==> src/rtl/ifid_skid_reg.sv <==
// IF/ID two-entry skid stage: main + skid buffer, flush, registered ready.
// Define IFID_PERF_CNT_EN to build the saturating stall/flush counters.
module ifid_skid_reg #(
    parameter int                 PC_W      = 16,
    parameter int                 INSTR_W   = 16,
    parameter logic [INSTR_W-1:0] NOP_INSTR = '0,
    parameter int                 CNT_W     = 16
) (
    input  logic               clk,
    input  logic               rst,
    input  logic               in_valid,
    output logic               in_ready,
    input  logic [PC_W-1:0]    in_pc,
    input  logic [INSTR_W-1:0] in_instr,
    output logic               out_valid,
    input  logic               out_ready,
    output logic [PC_W-1:0]    out_pc,
    output logic [INSTR_W-1:0] out_instr,
    input  logic               flush,
    output logic [CNT_W-1:0]   stall_cnt,
    output logic [CNT_W-1:0]   flush_cnt
);

    logic               skid_valid;
    logic [PC_W-1:0]    skid_pc;
    logic [INSTR_W-1:0] skid_instr;
    logic               in_fire;
    logic               out_fire;
    logic               refill;

    assign in_ready = ~skid_valid;
    assign in_fire  = in_valid & in_ready;
    assign out_fire = out_valid & out_ready;
    assign refill   = ~out_valid | out_fire;

    always_ff @(posedge clk) begin
        if (rst) begin
            out_valid  <= 1'b0;
            out_pc     <= '0;
            out_instr  <= NOP_INSTR;
            skid_valid <= 1'b0;
            skid_pc    <= '0;
            skid_instr <= '0;
        end else if (flush) begin
            out_valid  <= 1'b0;
            out_pc     <= '0;
            out_instr  <= NOP_INSTR;
            skid_valid <= 1'b0;
        end else if (refill) begin
            if (skid_valid) begin
                out_valid  <= 1'b1;
                out_pc     <= skid_pc;
                out_instr  <= skid_instr;
                skid_valid <= in_fire;
                if (in_fire) begin
                    skid_pc    <= in_pc;
                    skid_instr <= in_instr;
                end
            end else if (in_fire) begin
                out_valid <= 1'b1;
                out_pc    <= in_pc;
                out_instr <= in_instr;
            end else begin
                out_valid <= 1'b0;
            end
        end else if (in_fire) begin
            // Main is stalled: park the new beat so ready never depends on out_ready.
            skid_valid <= 1'b1;
            skid_pc    <= in_pc;
            skid_instr <= in_instr;
        end
    end

`ifdef IFID_PERF_CNT_EN
    logic [CNT_W-1:0] stall_q;
    logic [CNT_W-1:0] flush_q;

    always_ff @(posedge clk) begin
        if (rst) begin
            stall_q <= '0;
            flush_q <= '0;
        end else begin
            if (out_valid && !out_ready && !flush && stall_q != '1)
                stall_q <= stall_q + CNT_W'(1);
            if (flush && flush_q != '1)
                flush_q <= flush_q + CNT_W'(1);
        end
    end

    assign stall_cnt = stall_q;
    assign flush_cnt = flush_q;
`else
    assign stall_cnt = '0;
    assign flush_cnt = '0;
`endif

endmodule

==> config.mk <==
export PLATFORM = sky130hd
export DESIGN_NAME = ifid_skid_reg
export DESIGN_NICKNAME = d
export VERILOG_FILES = /design/src/rtl/ifid_skid_reg.sv
export SDC_FILE = /design/constraint.sdc
export NUM_CORES = 1
export LEC_CHECK = 0
export CORE_MARGIN = 2
export CORE_UTILIZATION = 51
export CTS_CLUSTER_DIAMETER = 40
export DETAILED_ROUTE_END_ITERATION = 10
export GPL_ROUTABILITY_DRIVEN = 1
export PLACE_DENSITY = 0.94
export SYNTH_ARGS = -nofsm -noshare
export SYNTH_HDL_FRONTEND = slang
export SYNTH_SLANG_ARGS = --single-unit
==> constraint.sdc <==
create_clock -name clk -period 4.56 [get_ports clk]
set_clock_uncertainty 0.2 [all_clocks]
set_input_delay 0.456 -clock clk [delete_from_list [all_inputs] [get_ports clk]]
set_output_delay 0.456 -clock clk [all_outputs]
set_load 0.005 [all_outputs]
# Word level (Yosys, flattened, before mapping)

Index checks and enable logic that the tools add are counted.
W data, S select, Z words.

Equality and inequality tests: 1
Muxes and demuxes: 15
Bitwise gates (word level): 6
Reduce and logical (&&, ||, !) cells: 5

Operators with widths:

| cell                 | number |
|---|---|
| $mux W16             | 10 |
| $mux W1              | 5 |
| $reduce_and A2 Y1    | 2 |
| $reduce_bool A2 Y1   | 2 |
| $not A1 Y1           | 3 |
| $and A1 B1 Y1        | 2 |
| $ne A2 B2 Y1 const B | 1 |
| $reduce_or A2 Y1     | 1 |
| $or A1 B1 Y1         | 1 |

Register bits: 66
Input port bits: 37
Output and inout bits: 66
Logic and storage cells: 33

# Logic depth before layout (Yosys ltp)

Depth in word-level cells: 5
Gate-level depth with buffers: 7
Mapped depth without buffers: 3

# Worst setup path after synthesis

Ideal clock, no wire load.

Path type: input-to-reg
Start point: input out_ready
End point: register skid_instr[0]
Setup time: 72 ps
Arrival: 1506 ps
Data required time: 4288 ps
Slack: 2783 ps
Stages on the path: 5
Buffers on the path: 2
Cell sequence: nand2b_1 buf_2 nor4b_4 buf_6 mux2i_1

Word-level cells in the longest chain between the ends: 4
Elaborated cells between the ends (all ways): 5
Classes of those cells: eq/ne: 1; mux: 1; bitwise: 2; reduce/logical: 1

RTL lines:

| element                     | line | source |
|---|---|---|
| from (decl)                 | 16   | `input logic out_ready,` |
| $and A1 B1 Y1 *             | 33   | `assign out_fire = out_valid & out_ready;` |
| $or A1 B1 Y1 *              | 34   | `assign refill = ~out_valid \| out_fire;` |
| $ne A2 B2 Y1 (no line)      | n/a  |  |
| $reduce_and A2 Y1 (no line) | n/a  |  |
| to (signal assigned)        | 57   | `skid_instr <= in_instr;` |
| to (signal assigned)        | 70   | `skid_instr <= in_instr;` |
| to (decl)                   | 26   | `logic [INSTR_W-1:0] skid_instr;` |

Mark *: on every way between the ends. The rest lies on a longest branch, timed or not.
A chain may end at the register's enable or synchronous reset.

# Worst setup path after layout

Start point: register skid_valid
End point: output in_ready

Word-level cells in the longest chain between the ends: 1

RTL lines:

| element                | line | source |
|---|---|---|
| from (decl)            | 24   | `logic skid_valid;` |
| from (signal assigned) | 54   | `skid_valid <= in_fire;` |
| $not A1 Y1             | 31   | `assign in_ready = ~skid_valid;` |
| to (decl)              | 12   | `output logic in_ready,` |

No other way between the ends.

==> run_results.csv <==
group,metric,value,unit
run_status,status,"finished with violations",
run_status,violations,"design-rule violations",
sta,fmax,382,MHz
floorplan,die_x,85.7,um
placement,dp_hpwl,4.51,mm
clock_network,cts_hold_buf,0,
detailed_routing,post_drt_wl_per_cell,15.1,um
synthesis,ys_seq_area_share,38.8,%
clock_network,clock_path_buffers,2,
clock_network,clkTransAtPathRegs,0.07,ns
detailed_routing,wl,7.03,mm
synthesis,synth_xor_area_share,0,%
flow_run,max-cap-violations,0,
power,p_switching,0.000297,W
synthesis,ys.flop_type,"dfxtp_1",
sta,min_period,2.62,ns
clock_network,cts_buffers,9,
detailed_routing,drt_iter0_drc,101,
setup_path,critPathLaunchType,"register",
power,seq_power_share,48.6,%
power,power.share.clock,38.1,%
setup_path,crit_slowest_cell,"dfxtp_2",
setup_path,critPathArrivalTime,1.96,ns
power,p_int,0.000942,W
clock_network,clock-root-buffer,"clkbuf_8",
setup_path,crit_family,"flip-flops",
grt,grt_usage,19.4,%
detailed_routing,drt_first_pass_iters,11,
synthesis,synthAdderAreaFrac,0,%
sta,tightest_slew,1.16,ns
power,p_leak,1.39,nW
synthesis,synth_top_cell_area_share,38.8,%
final_layout,final_nets,422,
final_layout,antennaDiodeCount,0,
setup_path,cp_max_fo,36,
clock_network,clock-sinks,66,
final_layout,drive_gt1_share,13.6,%
grt,antenna_found_initial,0,
sta,finalHoldViolations,0,
synthesis,syn-cell-area,3410,um^2
synthesis,yosys.area_share.simple,13.5,%
power,finalPower,0.00124,W
clock_network,post_cts_buffers,0,
sta,report.final.slew_viol_count,0,
detailed_routing,vias,2418,
synthesis,synth_enable_flop_cells,0,
synthesis,synth.distinct_cells,17,
synthesis,synth_most_common_cell,"dfxtp_1",
detailed_routing,final_antenna_net_count,0,
power,vdd_ir_drop_max,0.000163,V
synthesis,ys.warnings.count,0,
power,pwr_density_cell,301,nW/um^2
synthesis,synthMuxAreaShare,18.8,%
grt,grt_overflow_total,0,
setup_path,path_class,"register to output port",
detailed_routing,avgViaCountPerCell,5.19,
synthesis,postSynthCellCount,330,
floorplan,fp.dieH,85.7,um
floorplan,rows,29,
power,p_sw_share,24.0,%
sta,relSlewSlack,22.5,%
sta,setup_viol,0,
floorplan,io_pins,103,
setup_path,slowest_delay,1.10,ns
sta,rsz0062_at_grt,"no",
grt,grt_max_degree,66,
final_layout,areaGrowthSynthToFinish,21.1,%
synthesis,synth_common_cells,"dfxtp_1, nand2b_1, mux2i_1, a21oi_1, buf_4",
placement,gp_congestion,0.721,
setup_path,endpoint_kind,"output port",
synthesis,synth-seq-cells,66,
hold_path,hp-class,"register to register",
power,p_comb_share,13.3,%
floorplan,core_area,6420,um^2
clock_network,cts_resized,0,
placement,portBuffers,70,
floorplan,fp.dieArea,7350,um^2
clock_network,clock_latency,0.33,ns
synthesis,yosys-top-cells-area,"dfxtp_1, mux2i_1, nand2b_1",
clock_network,cts_max_level,3,
synthesis,postSynthAreaPerCell,10.3,um^2
setup_path,worstPathCellList,"inv_2, clkdlybuf4s50_1",
synthesis,async_flop_share,0,%
setup_path,crit_required,3.90,ns
sta,final.setup.tns,0,ns
grt,grt_pass1_wl,11.3,mm
setup_path,path_buf_inv,2,
synthesis,yosys.area.top_type,"dfxtp_1",
sta,period_share,57.5,%
floorplan,floorplan.initialDensity,53.0,%
grt,grt_pass1_vias,2371,
clock_network,cts_tree,"yes",
detailed_routing,drcViolationCount,11,
synthesis,synth_compound_area_share,16.3,%
synthesis,synth_top_family_by_area,"multiplexers",
## power groups by stage
stage          Sequential (W)  Combinational, W  Clock, W
3_3_place_gp         0.000615          0.000160         0
3_5_place_dp         0.000614          0.000165         0
5_1_grt              0.000604          0.000179  0.000506
4_1_cts              0.000602          0.000166  0.000480
2_1_floorplan        0.000613          0.000114         0
6_report             0.000602          0.000165  0.000472
## layout by cell type, fill, tap and decap left out
cell type and n:
or2_1 1, buf_4 5, dfxtp_1 65, conb_1 32
dfxtp_2 1, a21oi_1 33, nor3_1 1, bufinv_16 1
clkdlybuf4s50_1 70, clkinv_2 2, a211oi_2 30, nand2b_1 65
clkbuf_1 2, and2_4 1, a211oi_1 2, nor4b_4 1
nor2_1 1, or2_2 1, clkbuf_8 10, inv_2 1
mux2i_1 64
## final cells by class
cell class | instances | area [um^2]
fill | 504 | 2300
multi-input combinational | 232 | 1780
sequential | 66 | 1320
timing repair buffer | 75 | 738
clock buffer | 12 | 145
tap | 77 | 96.3
clock inverter | 3 | 40.0
inverter | 1 | 3.75
## layer usage
metal	vias up	GRT usage [%]	wire, um
met5	-	0	0
met4	0	5.63	59
met3	6	5.58	382
met2	84	32.6	3350
met1	1145	24.2	3240
li1	1183	-	-
## per-stage QoR
| step | instances | hold WS, ns | util (%) | cell area [um^2] | setup slack [ns] |
|---|---|---|---|---|---|
| 6_report | 466 | 0.272 | 64.2 | 4120 | 1.94 |
| 3_3_place_gp | 451 | 0.258 | 61.3 | 3940 | 1.91 |
| 4_1_cts | 466 | 0.276 | 64.2 | 4120 | 1.95 |
| 5_1_grt | 466 | 0.293 | 64.2 | 4120 | 1.87 |
| 3_5_place_dp | 451 | 0.266 | 61.3 | 3940 | 1.86 |
| 2_1_floorplan | 361 | 0.248 | - | 3520 | 2.78 |
## path summary, 6_finish.rpt
check	start	to	slack [ns]	cells after the start
setup / recovery	skid_valid	in_ready	1.94	2
hold / removal	skid_pc[9]	skid_pc[9]	0.27	2
setup reg to reg	skid_valid	out_pc[3]	2.21	4
hold reg to reg	skid_pc[9]	skid_pc[9]	0.27	2
## tightest hold or removal path, stage by stage (launching register included)
cell and delay, ns:
dfxtp_1 0.31, nand2b_1 0.06, mux2i_1 0.06
## cell families after synthesis
kind of cell           after synthesis
other                                1
AO/OA/AOI/OAI                       65
multiplexers                        64
AND/OR/NAND/NOR                     71
flip-flops                          66
buffers and inverters               63
## state kept, by name, summed over array words and instances, names as in the netlist
name,count
out_instr,16
out_pc,16
out_valid,1
skid_instr,16
skid_pc,16
skid_valid,1
Note: power is estimated with default switching activity, not from simulation.
